**src/rtl/pipelined_controller_pkg.sv**
```systemverilog
// Shared constants and types for the ID-stage decode/control unit:
// execute commands, opcode/mode/condition encodings, FSM states and the bundle layout.
package controller_pkg;

   localparam int CMD_W = 4;

   localparam logic [CMD_W-1:0] EXE_NOP = 4'b0000;
   localparam logic [CMD_W-1:0] EXE_MOV = 4'b0001;
   localparam logic [CMD_W-1:0] EXE_ADD = 4'b0010;
   localparam logic [CMD_W-1:0] EXE_ADC = 4'b0011;
   localparam logic [CMD_W-1:0] EXE_SUB = 4'b0100;
   localparam logic [CMD_W-1:0] EXE_SBC = 4'b0101;
   localparam logic [CMD_W-1:0] EXE_AND = 4'b0110;
   localparam logic [CMD_W-1:0] EXE_ORR = 4'b0111;
   localparam logic [CMD_W-1:0] EXE_EOR = 4'b1000;
   localparam logic [CMD_W-1:0] EXE_MVN = 4'b1001;

   localparam logic [1:0] MODE_ARITH  = 2'b00;
   localparam logic [1:0] MODE_MEM    = 2'b01;
   localparam logic [1:0] MODE_BRANCH = 2'b10;
   localparam logic [1:0] MODE_RSVD   = 2'b11;

   localparam logic [3:0] OP_AND = 4'b0000;
   localparam logic [3:0] OP_EOR = 4'b0001;
   localparam logic [3:0] OP_SUB = 4'b0010;
   localparam logic [3:0] OP_ADD = 4'b0100;
   localparam logic [3:0] OP_ADC = 4'b0101;
   localparam logic [3:0] OP_SBC = 4'b0110;
   localparam logic [3:0] OP_TST = 4'b1000;
   localparam logic [3:0] OP_CMP = 4'b1010;
   localparam logic [3:0] OP_ORR = 4'b1100;
   localparam logic [3:0] OP_MOV = 4'b1101;
   localparam logic [3:0] OP_MVN = 4'b1111;

   localparam logic [3:0] COND_EQ = 4'b0000;
   localparam logic [3:0] COND_NE = 4'b0001;
   localparam logic [3:0] COND_CS = 4'b0010;
   localparam logic [3:0] COND_CC = 4'b0011;
   localparam logic [3:0] COND_MI = 4'b0100;
   localparam logic [3:0] COND_PL = 4'b0101;
   localparam logic [3:0] COND_VS = 4'b0110;
   localparam logic [3:0] COND_VC = 4'b0111;
   localparam logic [3:0] COND_HI = 4'b1000;
   localparam logic [3:0] COND_LS = 4'b1001;
   localparam logic [3:0] COND_GE = 4'b1010;
   localparam logic [3:0] COND_LT = 4'b1011;
   localparam logic [3:0] COND_GT = 4'b1100;
   localparam logic [3:0] COND_LE = 4'b1101;
   localparam logic [3:0] COND_AL = 4'b1110;
   localparam logic [3:0] COND_NV = 4'b1111;

   typedef enum logic {RUN, MEM_WAIT} state_t;

   // Field order of the ID/EX bundle, MSB first.
   typedef struct packed {
      logic [CMD_W-1:0] exe_cmd;
      logic             wb_en;
      logic             mem_r_en;
      logic             mem_w_en;
      logic             branch;
      logic             status_en;
      logic             illegal;
   } bundle_t;

endpackage

```
**src/rtl/pipelined_controller_cond_check.sv**
```systemverilog
// Combinational evaluation of the ARM condition field against {N,Z,C,V}.
module cond_check
   import controller_pkg::*;
(
   input  logic [3:0] i_cond,
   input  logic [3:0] i_status,
   output logic       o_pass
);

   logic w_n, w_z, w_c, w_v;

   assign w_n = i_status[3];
   assign w_z = i_status[2];
   assign w_c = i_status[1];
   assign w_v = i_status[0];

   always_comb begin
      o_pass = 1'b0;
      case (i_cond)
         COND_EQ: o_pass = w_z;
         COND_NE: o_pass = !w_z;
         COND_CS: o_pass = w_c;
         COND_CC: o_pass = !w_c;
         COND_MI: o_pass = w_n;
         COND_PL: o_pass = !w_n;
         COND_VS: o_pass = w_v;
         COND_VC: o_pass = !w_v;
         COND_HI: o_pass = w_c && !w_z;
         COND_LS: o_pass = !w_c || w_z;
         COND_GE: o_pass = (w_n == w_v);
         COND_LT: o_pass = (w_n != w_v);
         COND_GT: o_pass = !w_z && (w_n == w_v);
         COND_LE: o_pass = w_z || (w_n != w_v);
         COND_AL: o_pass = 1'b1;
         default: o_pass = 1'b0;
      endcase
   end

endmodule

```
**src/rtl/pipelined_controller.sv**
```systemverilog
// ID-stage decode/control: decodes into the execute bundle, registers it at the
// ID/EX boundary with stall/flush, and blocks issue while a memory access is pending.
module pipelined_controller
   import controller_pkg::*;
#(
   parameter int EXE_CMD_W   = 4,
   parameter int MEM_TIMEOUT = 16
) (
   input  logic                 clock,
   input  logic                 reset,
   input  logic                 in_valid,
   output logic                 in_ready,
   input  logic [3:0]           opcode,
   input  logic [1:0]           mode,
   input  logic                 s_bit,
   input  logic [3:0]           cond,
   input  logic [3:0]           status,
   input  logic                 stall,
   input  logic                 flush,
   input  logic                 mem_ready,
   output logic                 out_valid,
   output logic [EXE_CMD_W-1:0] exe_cmd,
   output logic                 wb_en,
   output logic                 mem_r_en,
   output logic                 mem_w_en,
   output logic                 branch,
   output logic                 status_en,
   output logic                 illegal,
   output logic                 mem_timeout
);

   localparam int              CNT_W    = $clog2(MEM_TIMEOUT + 1);
   localparam logic [CNT_W-1:0] CNT_LAST = CNT_W'(MEM_TIMEOUT - 1);

   state_t           r_state;
   logic [CNT_W-1:0] r_cnt;
   logic             r_timeout;
   logic             r_valid;
   bundle_t          r_bundle;

   logic    w_pass;
   logic    w_in_ready;
   logic    w_accept;
   logic    w_mem_issue;
   bundle_t w_dec;
   bundle_t w_bundle;

   cond_check u_cond_check (
      .i_cond   (cond),
      .i_status (status),
      .o_pass   (w_pass)
   );

   always_comb begin
      w_dec = '0;
      case (mode)
         MODE_ARITH: begin
            case (opcode)
               OP_MOV: begin w_dec.exe_cmd = EXE_MOV; w_dec.wb_en = 1'b1; w_dec.status_en = s_bit; end
               OP_MVN: begin w_dec.exe_cmd = EXE_MVN; w_dec.wb_en = 1'b1; w_dec.status_en = s_bit; end
               OP_ADD: begin w_dec.exe_cmd = EXE_ADD; w_dec.wb_en = 1'b1; w_dec.status_en = s_bit; end
               OP_ADC: begin w_dec.exe_cmd = EXE_ADC; w_dec.wb_en = 1'b1; w_dec.status_en = s_bit; end
               OP_SUB: begin w_dec.exe_cmd = EXE_SUB; w_dec.wb_en = 1'b1; w_dec.status_en = s_bit; end
               OP_SBC: begin w_dec.exe_cmd = EXE_SBC; w_dec.wb_en = 1'b1; w_dec.status_en = s_bit; end
               OP_AND: begin w_dec.exe_cmd = EXE_AND; w_dec.wb_en = 1'b1; w_dec.status_en = s_bit; end
               OP_ORR: begin w_dec.exe_cmd = EXE_ORR; w_dec.wb_en = 1'b1; w_dec.status_en = s_bit; end
               OP_EOR: begin w_dec.exe_cmd = EXE_EOR; w_dec.wb_en = 1'b1; w_dec.status_en = s_bit; end
               // Compare/test only update flags; no register result.
               OP_CMP: begin w_dec.exe_cmd = EXE_SUB; w_dec.status_en = 1'b1; end
               OP_TST: begin w_dec.exe_cmd = EXE_AND; w_dec.status_en = 1'b1; end
               default: w_dec.illegal = 1'b1;
            endcase
         end
         MODE_MEM: begin
            w_dec.exe_cmd  = EXE_ADD;
            w_dec.mem_r_en = s_bit;
            w_dec.wb_en    = s_bit;
            w_dec.mem_w_en = !s_bit;
         end
         MODE_BRANCH: w_dec.branch = 1'b1;
         default:     w_dec.illegal = 1'b1;
      endcase
   end

   // A failed condition squashes every effect but still reports an undefined encoding.
   always_comb begin
      w_bundle         = '0;
      w_bundle.illegal = w_dec.illegal;
      if (w_pass) w_bundle = w_dec;
   end

   assign w_in_ready  = (r_state == RUN) && !stall && !flush && !reset;
   assign w_accept    = in_valid && w_in_ready;
   assign w_mem_issue = w_accept && (mode == MODE_MEM) && w_pass;

   always_ff @(posedge clock) begin
      if (reset) begin
         r_state   <= RUN;
         r_cnt     <= '0;
         r_timeout <= 1'b0;
         r_valid   <= 1'b0;
         r_bundle  <= '0;
      end else if (flush) begin
         r_state  <= RUN;
         r_cnt    <= '0;
         r_valid  <= 1'b0;
         r_bundle <= '0;
      end else begin
         if (!stall) begin
            r_valid  <= w_accept;
            r_bundle <= w_accept ? w_bundle : '0;
         end
         // The wait counter keeps running through stalls.
         case (r_state)
            RUN: begin
               if (w_mem_issue) begin
                  r_state <= MEM_WAIT;
                  r_cnt   <= '0;
               end
            end
            MEM_WAIT: begin
               if (mem_ready) begin
                  r_state <= RUN;
                  r_cnt   <= '0;
               end else if (r_cnt == CNT_LAST) begin
                  r_state   <= RUN;
                  r_cnt     <= '0;
                  r_timeout <= 1'b1;
               end else begin
                  r_cnt <= r_cnt + CNT_W'(1);
               end
            end
            default: r_state <= RUN;
         endcase
      end
   end

   assign in_ready    = w_in_ready;
   assign out_valid   = r_valid;
   assign exe_cmd     = EXE_CMD_W'(r_bundle.exe_cmd);
   assign wb_en       = r_bundle.wb_en;
   assign mem_r_en    = r_bundle.mem_r_en;
   assign mem_w_en    = r_bundle.mem_w_en;
   assign branch      = r_bundle.branch;
   assign status_en   = r_bundle.status_en;
   assign illegal     = r_bundle.illegal;
   assign mem_timeout = r_timeout;

endmodule

```
**config.mk**
```make
export PLATFORM = sky130hd
export DESIGN_NAME = pipelined_controller
export DESIGN_NICKNAME = d
export VERILOG_FILES = /design/src/rtl/pipelined_controller_pkg.sv /design/src/rtl/pipelined_controller_cond_check.sv /design/src/rtl/pipelined_controller.sv
export SDC_FILE = /design/constraint.sdc
export NUM_CORES = 1
export LEC_CHECK = 0
export CELL_PAD_IN_SITES_DETAIL_PLACEMENT = 0
export CELL_PAD_IN_SITES_GLOBAL_PLACEMENT = 1
export CORE_UTILIZATION = 35
export CTS_BUF_LIST = sky130_fd_sc_hd__clkbuf_4 sky130_fd_sc_hd__clkbuf_8
export CTS_CLUSTER_SIZE = 40
export DETAILED_ROUTE_END_ITERATION = 16
export GPL_ROUTABILITY_DRIVEN = 1
export PLACE_DENSITY = 0.84
export SLEW_MARGIN = 25
export SYNTH_ARGS = -nofsm -noshare
export SYNTH_HDL_FRONTEND = slang
export SYNTH_SLANG_ARGS = --single-unit
```
**constraint.sdc**
```tcl
create_clock -name clock -period 2.3 [get_ports clock]
set_input_delay 0.345 -clock clock [delete_from_list [all_inputs] [get_ports clock]]
set_output_delay 0.345 -clock clock [all_outputs]
set_load 0.005 [all_outputs]
```
-- After elaboration in Yosys (flattened, before gate mapping)
Cells that the tools add are included.
- register bits after elaboration: 18
- output and inout bits: 13
- add/subtract/negate cells: 1
- equality and inequality tests: 30
- muxes and demuxes: 20
- bitwise gates (word level): 3
- reduce and logical (&&, ||, !) cells: 29
- operator list (kind ; number):
    == test 4 bit (second input constant) ; 12
    one-hot mux 4 bit (9 select lines) ; 1
    == test 4 x 3 -> 1 bit (second input constant) ; 7
    2-to-1 mux 10 bit ; 2
    one-hot mux 5 bit (2 select lines) ; 2
    2-to-1 mux 5 bit ; 3
    one-hot mux 1 bit (15 select lines) ; 1
    == test 4 x 2 -> 1 bit (second input constant) ; 3
    OR reduction 11 bit ; 1
    OR reduction 2 bit ; 5
    OR reduction 9 bit ; 1
    == test 4 x 1 -> 1 bit (second input constant) ; 2
    logical AND 1 bit ; 8
    zero test 1 bit ; 8
    zero test 4 bit ; 2
    2-to-1 mux 1 bit ; 7
    one-hot mux 1 bit (2 select lines) ; 3
    adder 5 x 1 -> 5 bit (second input constant) ; 1
    == test 5 x 4 -> 1 bit (second input constant) ; 1
    AND reduction 4 bit ; 1
    NOT 1 bit ; 3
    == test 2 x 1 -> 1 bit (second input constant) ; 1
    == test 2 bit (second input constant) ; 1
    zero test 2 bit ; 1
    other kinds (5) ; 6

-- Logic depth before layout (Yosys ltp)
Gate-level depths: netlist of run 1.
- word-level depth: 9
- gate-level depth with buffers: 8

-- Modules after synthesis
A second synthesis of run 1 with hierarchy kept.
- cells, all modules: 135
- area, all modules: 1144.8 um^2
- modules (own cells, without submodules) (module ; times used ; cells each ; area each (um^2) ; seq. area each (um^2)):
    pipelined_controller ; 1 ; 107 ; 950.9 ; 360.3
    cond_check ; 1 ; 28 ; 193.9 ; 0.0

-- Least setup slack after synthesis of run 1
OpenSTA, ideal clock, no wires.
- kind: in2reg
- start: input port flush
- end: register r_cnt[2]
- data arrival time: 1653 ps
- required time: 2178 ps
- path slack: 525 ps
- stages: 7
- path buffers: 1
- path through: or2_1 > buf_6 > nor3_4 > nand2_2 > nor4b_2 > a311oi_2 > o31a_2
- cells in the longest elaborated chain, start to end: 7
- elaborated cells between the ends (all ways): 8
- those cells by class: 1 x eq/ne; 7 x reduce/logical
- ends and longest elaborated chain (what ; line ; source):
    start: declaration ; pipelined_controller.sv:19 ; input logic flush,
    zero test 1 bit ; pipelined_controller.sv:92 ; assign w_in_ready = (r_state == RUN) && !stall && !flush && !reset;
    logical AND 1 bit (2 in series) ; pipelined_controller.sv:92 ;
    net in_ready ; pipelined_controller.sv:12 ; output logic in_ready,
    logical AND 1 bit ; pipelined_controller.sv:93 ; assign w_accept = in_valid && w_in_ready;
    logical AND 1 bit (2 in series) ; pipelined_controller.sv:94 ; assign w_mem_issue = w_accept && (mode == MODE_MEM) && w_pass;
    != test 2 bit (no source line) ; -- ;
    end signal: assignment ; pipelined_controller.sv:130 ; r_cnt <= r_cnt + CNT_W'(1);
    end: declaration ; pipelined_controller.sv:36 ; logic [CNT_W-1:0] r_cnt;
The timed path passes the listed nets, and every way through them passes these cells.
A chain may end at the register's enable or synchronous reset.

-- Worst setup path in the final report of run 1
- start: input port flush
- end: output port in_ready
- cells in the longest elaborated chain, start to end: 3
- ends and longest elaborated chain (what ; line):
    zero test 1 bit ; pipelined_controller.sv:92
    logical AND 1 bit (2 in series) ; pipelined_controller.sv:92
    end: declaration ; pipelined_controller.sv:12
Every way passes these cells.

==> flow_metrics.py, run 1 <==
metrics = {
    "cts": {
        "post_cts_hold_buffer_count": 0,
        "ctsResizeCount": 0,
        "cts.repair_timing.setup_buffer_count": 0,
        "worst_setup_hold_path_clk_slew_ps": 110,
        "cts_inserted_buffers": 3,
        "cts_htree_levels": 1,
        "root_buffer": "sky130_fd_sc_hd__clkbuf_4",
        "clk-insertion-delay-late_ps": 290,
        "max-clock-path-buffers": 2,
        "clock_sink_count": 18,
        "tritoncts": "done",
    },
    "setup_path": {
        "path_cells": "clkdlybuf4s50_1 > or2_1 > nor3_4 > buf_4 > clkdlybuf4s50_1",
        "worst-endpoint-arrival_ps": 1820,
        "timing.critical_path.from_type": "input port",
        "classification_of_the_worst_setup_path": "in -> out",
        "worst_case_register_to_register_setup_slack_ps": 530,
        "critical-path-max-stage-delay_ps": 480,
        "timing.critical_path.slowest_stage_cell": "sky130_fd_sc_hd__clkdlybuf4s50_1",
        "crit_path_frequent_cell": "sky130_fd_sc_hd__clkdlybuf4s50_1",
        "setup.worst_path.end_class": "primary output",
        "largest_fanout_on_the_critical_path": 2,
        "timing.critical_path.required_ps": 1960,
    },
    "yosys": {
        "synthDominantCellAreaShare_pct": 31.3,
        "ys_top_cells_by_area": "sky130_fd_sc_hd__dfxtp_1, sky130_fd_sc_hd__nand3_1, sky130_fd_sc_hd__o21ai_0",
        "syn_nets": 164,
        "synth_seq_area_share_pct": 31.3,
        "syn_area_um2": 1150,
        "number_of_warnings_issued_by_yosys": 0,
        "synth.ff_latch_count": 18,
        "synth_cell_types": 48,
        "syn-instance-count": 139,
        "main_flop_type_after_synthesis": "sky130_fd_sc_hd__dfxtp_1",
        "syn-mean-instance-area_um2": 8.27,
        "synth_largest_area_cell": "sky130_fd_sc_hd__dfxtp_1",
        "synth_enable_flop_cells": 0,
        "ys_async_sr_fraction_pct": 0,
    },
    "placement": {
        "gp_congestion": 0.793,
        "detailedPlace.worstSlack_ps": 9.81,
        "port-buffer-count": 33,
        "place_hpwl_mm": 2.18,
    },
    "finish": {
        "final_layout_size_suffix_gt1_share_pct": 14.5,
        "area_growth_pct": 39.1,
        "layout.core_utilization_pct": 52.0,
        "n_antenna_cell": 0,
        "num-nets-final": 205,
        "fillCellCount": 311,
        "most_common_cell_after_layout_fill_and_taps_aside": "sky130_fd_sc_hd__clkdlybuf4s50_1",
        "mostFrequentLayoutCells": "sky130_fd_sc_hd__clkdlybuf4s50_1, sky130_fd_sc_hd__dfxtp_1, sky130_fd_sc_hd__nand3_1",
    },
    "timing": {
        "timing.slew.headroom_pct": 69.0,
        "timing_hold_violations_final": 0,
        "finalWorstPathRequiredPeriod_ps": 2160,
        "fmaxAchievable_mhz": 462,
        "final_max_slew_viol_count": 0,
        "number_of_setup_violations_in_the_final_report": 0,
        "grt_setup_unrepaired": "no",
        "max_slew.worst_pin.slew_ps": 463,
        "worst_slack_ps": 138,
        "skew_ps": 3.19,
        "totalNegativeSetupSlack_ps": 0,
        "period_utilization_post_route_pct": 94.0,
    },
    "grt": {
        "vias_in_the_first_global_route": 1084,
        "total_global_routing_track_utilization_pct": 17.5,
        "antenna_violations_before_repair": 0,
        "grt_start_max_net_pins": 12,
        "grt_pass1_wl_mm": 4.68,
        "grt_overflow": 0,
    },
    "floorplan": {
        "die-area_um2": 3520,
        "ioPinCount": 34,
        "coreArea_um2": 3080,
        "die_height_um": 59.3,
        "fp.dieW_um": 59.3,
        "placement_rows": 20,
        "start_util_pct": 37.4,
    },
    "detailed_routing": {
        "detailedRoute.firstPassIterationCount": 4,
        "drc": 0,
        "wl_mm": 2.76,
        "detailroute.via_count": 1167,
        "route.antenna.remaining_nets": 0,
        "wl_per_instance_um": 12.4,
        "via_per_inst": 5.23,
        "initialDrtViolationCount": 29,
    },
    "outcome": {
        "status": "completed",
    },
    "power": {
        "power.total_w": 0.000644,
        "p_per_area_nw_per_um2": 403,
        "ir_worst_vdd_mv": 0.170,
        "power.static_leakage_nw": 0.587,
    },
    "min_path": {
        "holdCritPathClass": "reg -> reg",
    },
    "job": {
        "cap_viol_max_count": 0,
    },
}
## state kept, by name, summed over array words and instances (netlist names)
register and cells:
r_cnt 5, exe_cmd 4, branch 1, illegal 1, mem_r_en 1, mem_timeout 1, mem_w_en 1, out_valid 1
r_state 1, status_en 1, wb_en 1
## worst paths after layout
path,startpoint,endpoint,cells after the start
worst max-delay path,flush,in_ready,5
worst min-delay path,r_cnt[4],r_cnt[4],1
worst max register to register,r_cnt[0],r_cnt[3],6
worst min register to register,r_cnt[4],r_cnt[4],1
## synth_stat cells, types with 2 or more instances
library cell / number
sky130_fd_sc_hd__dfxtp_1: 18
sky130_fd_sc_hd__a31o_2: 2
sky130_fd_sc_hd__xnor2_1: 4
sky130_fd_sc_hd__clkbuf_1: 2
sky130_fd_sc_hd__nand2_1: 10
sky130_fd_sc_hd__xor2_1: 3
sky130_fd_sc_hd__o2bb2ai_1: 2
sky130_fd_sc_hd__o31ai_2: 2
sky130_fd_sc_hd__mux2i_1: 2
sky130_fd_sc_hd__nor2b_1: 3
sky130_fd_sc_hd__nor2_1: 9
sky130_fd_sc_hd__inv_1: 8
sky130_fd_sc_hd__nand3_1: 16
sky130_fd_sc_hd__nor3_1: 3
sky130_fd_sc_hd__a21oi_1: 5
sky130_fd_sc_hd__ha_1: 4
sky130_fd_sc_hd__buf_6: 2
sky130_fd_sc_hd__o21ai_0: 14
## report_power, final
group	switching (W)	leakage [nW]	internal [W]	total, W
logic	0.0000651	0.421	0.0000696	0.000135
clock network	0.0000996	0.0210	0.0000964	0.000196
registers	0.000000623	0.145	0.000312	0.000313
## metrics by stage
| step | hold WS, ps | std cells | area (um^2) |
|---|---|---|---|
| global route | 507 | 223 | 1600 |
| detailed placement | 457 | 219 | 1560 |
| global placement | 457 | 219 | 1560 |
| CTS | 474 | 223 | 1600 |
| finish | 474 | 223 | 1600 |
| floorplan | 417 | 139 | 1150 |
## cell families after synthesis
family | Yosys count | share of synthesized area [%]
fa+ha+maj | 4 | 4.35
buf+inv | 15 | 7.83
simple gates | 54 | 25.5
mux | 2 | 1.74
xor+xnor | 7 | 5.33
flops | 18 | 31.3
compound gates | 39 | 23.9
## worst max-delay path, delay by kind of cell
kind	cells	cell delay [ps]
buffers and inverters	3	1030
AND/OR/NAND/NOR	2	440
## final cells by class
cell class                 instances  area [um^2]  share of cell area, %
clock buffer                       4         36.3                   2.27
inverter                           8         30.0                   1.88
multi-input combinational        106          699                   43.7
sequential                        18          360                   22.5
tap                               44         55.1                   3.44
timing repair buffer              43          418                   26.1
## metal layers
layer  up-vias  global-route usage, %  share of wire, %
met2        43                   29.7                48
li1        580                      -                 -
met4         0                   8.16              0.51
met5         -                      0                 0
met1       542                   21.7                45
met3         2                   2.62               6.2
Power figures use the tool's default switching activity.
==> run 2, diff against run 1 <==
==> constraint.sdc (replaced) <==
create_clock -name clock -period 2.3 [get_ports clock]
set_input_delay 0.23 -clock clock [delete_from_list [all_inputs] [get_ports clock]]
set_output_delay 0.23 -clock clock [all_outputs]
set_load 0.005 [all_outputs]
==> flow_metrics.py, run 2 (synthesis results as in run 1) <==
metrics = {
    "timing": {
        "grt_setup_unrepaired": "no",
        "period_utilization_post_route_pct": 82.8,
        "skew_ps": 0.417,
        "timing.slew.headroom_pct": 65.8,
        "finalWorstPathRequiredPeriod_ps": 1910,
        "fmaxAchievable_mhz": 525,
        "worst_slack_ps": 395,
        "final_max_slew_viol_count": 0,
        "max_slew.worst_pin.slew_ps": 511,
        "timing_hold_violations_final": 0,
        "number_of_setup_violations_in_the_final_report": 0,
        "totalNegativeSetupSlack_ps": 0,
    },
    "grt": {
        "grt_overflow": 0,
        "grt_start_max_net_pins": 16,
        "antenna_violations_before_repair": 0,
        "vias_in_the_first_global_route": 1040,
        "grt_pass1_wl_mm": 4.53,
        "total_global_routing_track_utilization_pct": 17.1,
    },
    "finish": {
        "largest-register": "r_cnt",
        "most_common_cell_after_layout_fill_and_taps_aside": "sky130_fd_sc_hd__clkdlybuf4s50_1",
        "num-nets-final": 200,
        "n_antenna_cell": 0,
        "largest_reg_flops": 5,
        "final_layout_size_suffix_gt1_share_pct": 12.1,
        "area_growth_pct": 34.7,
        "mostFrequentLayoutCells": "sky130_fd_sc_hd__clkdlybuf4s50_1, sky130_fd_sc_hd__dfxtp_1, sky130_fd_sc_hd__nand3_1",
        "layout.cell_area.non_filler_um2": 1550,
    },
    "detailed_routing": {
        "via_per_inst": 5.15,
        "wl_mm": 2.79,
        "detailroute.via_count": 1122,
        "detailedRoute.firstPassIterationCount": 4,
        "route.antenna.remaining_nets": 0,
        "drc": 0,
        "wl_per_instance_um": 12.8,
        "initialDrtViolationCount": 39,
    },
    "setup_path": {
        "crit_family": "buffers and inverters",
        "setup.worst_path.end_class": "primary output",
        "timing.critical_path.required_ps": 2070,
        "critical-path-max-stage-delay_ps": 560,
        "critical_path_buf_inv_count": 2,
        "classification_of_the_worst_setup_path": "in -> out",
        "crit_path_frequent_cell": "sky130_fd_sc_hd__clkdlybuf4s50_1",
        "timing.critical_path.from_type": "input port",
        "path_cells": "clkdlybuf4s50_1 > or2_1 > nor3_4 > clkdlybuf4s50_1",
        "timing.critical_path.slowest_stage_cell": "sky130_fd_sc_hd__clkdlybuf4s50_1",
        "worst-endpoint-arrival_ps": 1680,
        "largest_fanout_on_the_critical_path": 3,
    },
    "cts": {
        "clock_sink_count": 18,
        "max-clock-path-buffers": 2,
        "clk-insertion-delay-late_ps": 290,
        "root_buffer": "sky130_fd_sc_hd__clkbuf_4",
        "cts.repair_timing.setup_buffer_count": 0,
        "tritoncts": "done",
        "post_cts_hold_buffer_count": 0,
        "cts_htree_levels": 1,
        "cts_inserted_buffers": 3,
        "worst_setup_hold_path_clk_slew_ps": 100,
        "ctsResizeCount": 0,
    },
    "placement": {
        "gp_congestion": 0.765,
        "place_hpwl_mm": 2.16,
        "port-buffer-count": 33,
        "detailedPlace.worstSlack_ps": 89.7,
        "placed_cell_area_um2": 1510,
    },
    "floorplan": {
        "die-area_um2": 3520,
        "die_height_um": 59.3,
        "coreArea_um2": 3080,
        "fp.dieW_um": 59.3,
        "placement_rows": 20,
        "start_util_pct": 37.4,
        "ioPinCount": 34,
    },
    "min_path": {
        "holdCritPathClass": "reg -> reg",
    },
    "power": {
        "p_per_area_nw_per_um2": 411,
        "ir_worst_vdd_mv": 0.169,
        "power.static_leakage_nw": 0.557,
    },
    "outcome": {
        "status": "completed",
    },
    "job": {
        "cap_viol_max_count": 0,
    },
}
## run 2: cell count changes in the layout (fill, tap and decap cells not counted)
cell                     change
sky130_fd_sc_hd__buf_12      -1
sky130_fd_sc_hd__buf_4       -4
## run 2: power breakdown
group | total, W | switching (W) | internal (W)
sequential | 0.000313 | 0.000000661 | 0.000312
combinational | 0.000128 | 0.0000634 | 0.0000641
clock | 0.000196 | 0.0000995 | 0.0000964
## run 2: routing by layer
| layer | routed length (um) | up-vias | track usage [%] |
|---|---|---|---|
| li1 | - | 571 | - |
| met1 | 1280 | 513 | 21.6 |
| met2 | 1360 | 34 | 28.7 |
| met3 | 115 | 4 | 2.62 |
| met4 | 37 | 0 | 7.14 |
| met5 | 0 | - | 0 |
## run 2: per-stage QoR
stage	utilization (%)	cells	power (W)	hold WS (ps)
6_report	50.3	218	0.000637	479
5_1_grt	50.3	218	0.000672	491
4_1_cts	50.3	218	0.000639	477
3_5_place_dp	49.1	214	0.000447	461
3_3_place_gp	49.1	214	0.000444	454
2_1_floorplan	-	139	0.000388	302
## run 2: final timing paths
kind            start  slack, ps        to  cells after the start
min          r_cnt[4]        480  r_cnt[4]                      1
max reg2reg  r_cnt[0]        480  r_cnt[3]                      6
min reg2reg  r_cnt[4]        480  r_cnt[4]                      1
max             flush        390  in_ready                      4
## run 2: final cells by class
type / count / area, um^2
inverters: 8 / 30.0
flip-flops and latches: 18 / 360
fillers: 287 / 1530
repair buffers: 38 / 368
clock buffers: 4 / 36.3
well taps: 44 / 55.1
multi-input cells: 106 / 699
==> run 3, diff against run 2 <==
- CORE_UTILIZATION: 35 -> 32
- PLACE_DENSITY: 0.84 -> 0.81
- clock period: 2.3 -> 1.7 ns (I/O delays scaled with it)
==> flow_metrics.py, run 3 (synthesis results as in run 1) <==
metrics = {
    "finish": {
        "mostFrequentLayoutCells": "sky130_fd_sc_hd__buf_4, sky130_fd_sc_hd__clkdlybuf4s50_1, sky130_fd_sc_hd__dfxtp_1",
        "n_antenna_cell": 0,
        "most_common_cell_after_layout_fill_and_taps_aside": "sky130_fd_sc_hd__buf_4",
        "num-nets-final": 226,
        "multi_input_area_um2": 732,
        "area_growth_pct": 55.7,
        "register_area_um2": 362,
        "largest_reg_flops": 5,
        "largest-register": "r_cnt",
        "fillCellCount": 327,
        "final_layout_size_suffix_gt1_share_pct": 26.5,
    },
    "detailed_routing": {
        "wl_per_instance_um": 11.8,
        "drc": 0,
        "route.antenna.remaining_nets": 0,
        "initialDrtViolationCount": 52,
        "detailroute.via_count": 1197,
        "detailedRoute.firstPassIterationCount": 4,
        "via_per_inst": 4.87,
        "wl_mm": 2.91,
    },
    "grt": {
        "grt_pass1_wl_mm": 4.72,
        "vias_in_the_first_global_route": 1102,
        "grt_start_max_net_pins": 12,
        "grt_overflow": 0,
        "antenna_violations_before_repair": 0,
        "total_global_routing_track_utilization_pct": 16.4,
    },
    "floorplan": {
        "start_util_pct": 33.9,
        "die-area_um2": 3840,
        "fp.dieW_um": 61.9,
        "die_height_um": 61.9,
        "coreArea_um2": 3390,
        "ioPinCount": 34,
        "placement_rows": 21,
    },
    "cts": {
        "clk-insertion-delay-late_ps": 290,
        "tritoncts": "done",
        "clock_sink_count": 18,
        "max-clock-path-buffers": 2,
        "root_buffer": "sky130_fd_sc_hd__clkbuf_4",
        "cts_htree_levels": 1,
        "worst_setup_hold_path_clk_slew_ps": 110,
        "cts_inserted_buffers": 3,
    },
    "timing": {
        "timing.slew.headroom_pct": 77.3,
        "timing_hold_violations_final": 0,
        "final_max_slew_viol_count": 0,
        "finalWorstPathRequiredPeriod_ps": 1640,
        "grt_setup_unrepaired": "yes",
        "holdWs_ps": 258,
        "max_slew.worst_pin.slew_ps": 339,
        "number_of_setup_violations_in_the_final_report": 0,
        "skew_ps": 5.37,
        "period_utilization_post_route_pct": 96.2,
        "fmaxAchievable_mhz": 611,
    },
    "setup_path": {
        "timing.critical_path.from_type": "input port",
        "classification_of_the_worst_setup_path": "in -> reg",
        "path_cells": "clkdlybuf4s50_1 > nor2b_2 > o2bb2ai_2 > xnor2_2 > nor4b_4 > a311oi_2 > buf_4 > o31a_2",
        "setup.worst_path.start": "status[1]",
        "critical_path_buf_inv_count": 2,
        "regToRegStartpoint": "r_state",
        "critical-path-max-stage-delay_ps": 470,
        "timing.critical_path.required_ps": 1890,
        "reg2regPathDepth": 6,
        "worst_case_register_to_register_setup_slack_ps": 80,
        "r2r_end": "r_cnt[2]",
        "setup.worst_path.end_class": "register",
        "timing.critical_path.slowest_stage_cell": "sky130_fd_sc_hd__clkdlybuf4s50_1",
        "largest_fanout_on_the_critical_path": 8,
        "crit_family": "buffers and inverters",
        "worst-endpoint-arrival_ps": 1830,
    },
    "min_path": {
        "hold_start": "reset",
        "whs_endpoint": "mem_timeout",
        "hold_path_depth": 3,
        "holdCritPathClass": "in -> reg",
    },
    "power": {
        "power.total_w": 0.000907,
        "p_per_area_nw_per_um2": 507,
        "ir_worst_vdd_mv": 0.202,
        "power.static_leakage_nw": 0.754,
    },
    "outcome": {
        "status": "completed",
    },
    "placement": {
        "place_hpwl_mm": 2.28,
        "gp_congestion": 0.817,
        "port-buffer-count": 33,
    },
    "job": {
        "cap_viol_max_count": 0,
    },
}
## run 3: cell count changes in the layout (fill, tap and decap cells not counted), moves of 5 or more
cell and change:
sky130_fd_sc_hd__buf_4 +25, sky130_fd_sc_hd__clkdlybuf4s50_1 -10, sky130_fd_sc_hd__dlygate4sd2_1 +5, sky130_fd_sc_hd__dlymetal6s2s_1 +5
## run 3: area by class of cell
| cell class | count | area share [%] |
|---|---|---|
| repair buffers | 64 | 32.0 |
| flip-flops and latches | 18 | 20.2 |
| multi-input cells | 106 | 40.9 |
| clock buffers | 4 | 2.03 |
| well taps | 46 | 3.21 |
| inverters | 8 | 1.68 |
## run 3: where the power goes
part	switching (W)	leakage, nW	internal [W]	total [W]
clock network	0.000140	0.0210	0.000130	0.000270
registers	0.000000817	0.145	0.000423	0.000424
logic	0.0000982	0.587	0.000115	0.000213
## run 3: stage by stage
stage / cell area [um^2] / cells / util (%) / setup TNS (ps) / worst slack [ps]
2_1_floorplan: 1150 / 139 / - / 0 / 100
3_3_place_gp: 1700 / 240 / 50.0 / -4040 / -343
3_5_place_dp: 1700 / 240 / 50.0 / -5120 / -427
4_1_cts: 1770 / 246 / 52.3 / 0 / 14.9
5_1_grt: 1790 / 246 / 52.8 / -36.8 / -18.9
6_report: 1790 / 246 / 52.8 / 0 / 64.6
## run 3: timing repair
item,CTS,global route
resized for setup,11,8
setup buffers,2,0
pin swaps,7,8
endpoints found under the setup margin,9,13
hold buffers,0,0
## run 3: worst max path at each step
| stage | end | depth (start not counted) |
|---|---|---|
| 2_1_floorplan | r_cnt[2] | 7 |
| 3_5_place_dp | exe_cmd[3] | 9 |
| 5_1_grt | r_cnt[2] | 6 |
| 6_report | r_cnt[2] | 8 |
| 4_1_cts | r_cnt[2] | 8 |
| 3_3_place_gp | r_cnt[2] | 8 |
## run 3: tightest hold or removal path, cell delays in order
cell and delay, ps:
sky130_fd_sc_hd__dlygate4sd2_1 210, sky130_fd_sc_hd__buf_4 110, sky130_fd_sc_hd__nor2_1 30
## run 3: routing by layer
metal | GRT usage (%) | share of wire, % | vias to the layer above
met4 | 4.76 | 0.89 | 0
li1 | - | - | 623
met5 | 0 | 0 | -
met2 | 29.9 | 51 | 24
met3 | 2.90 | 3.8 | 2
met1 | 19.5 | 45 | 548
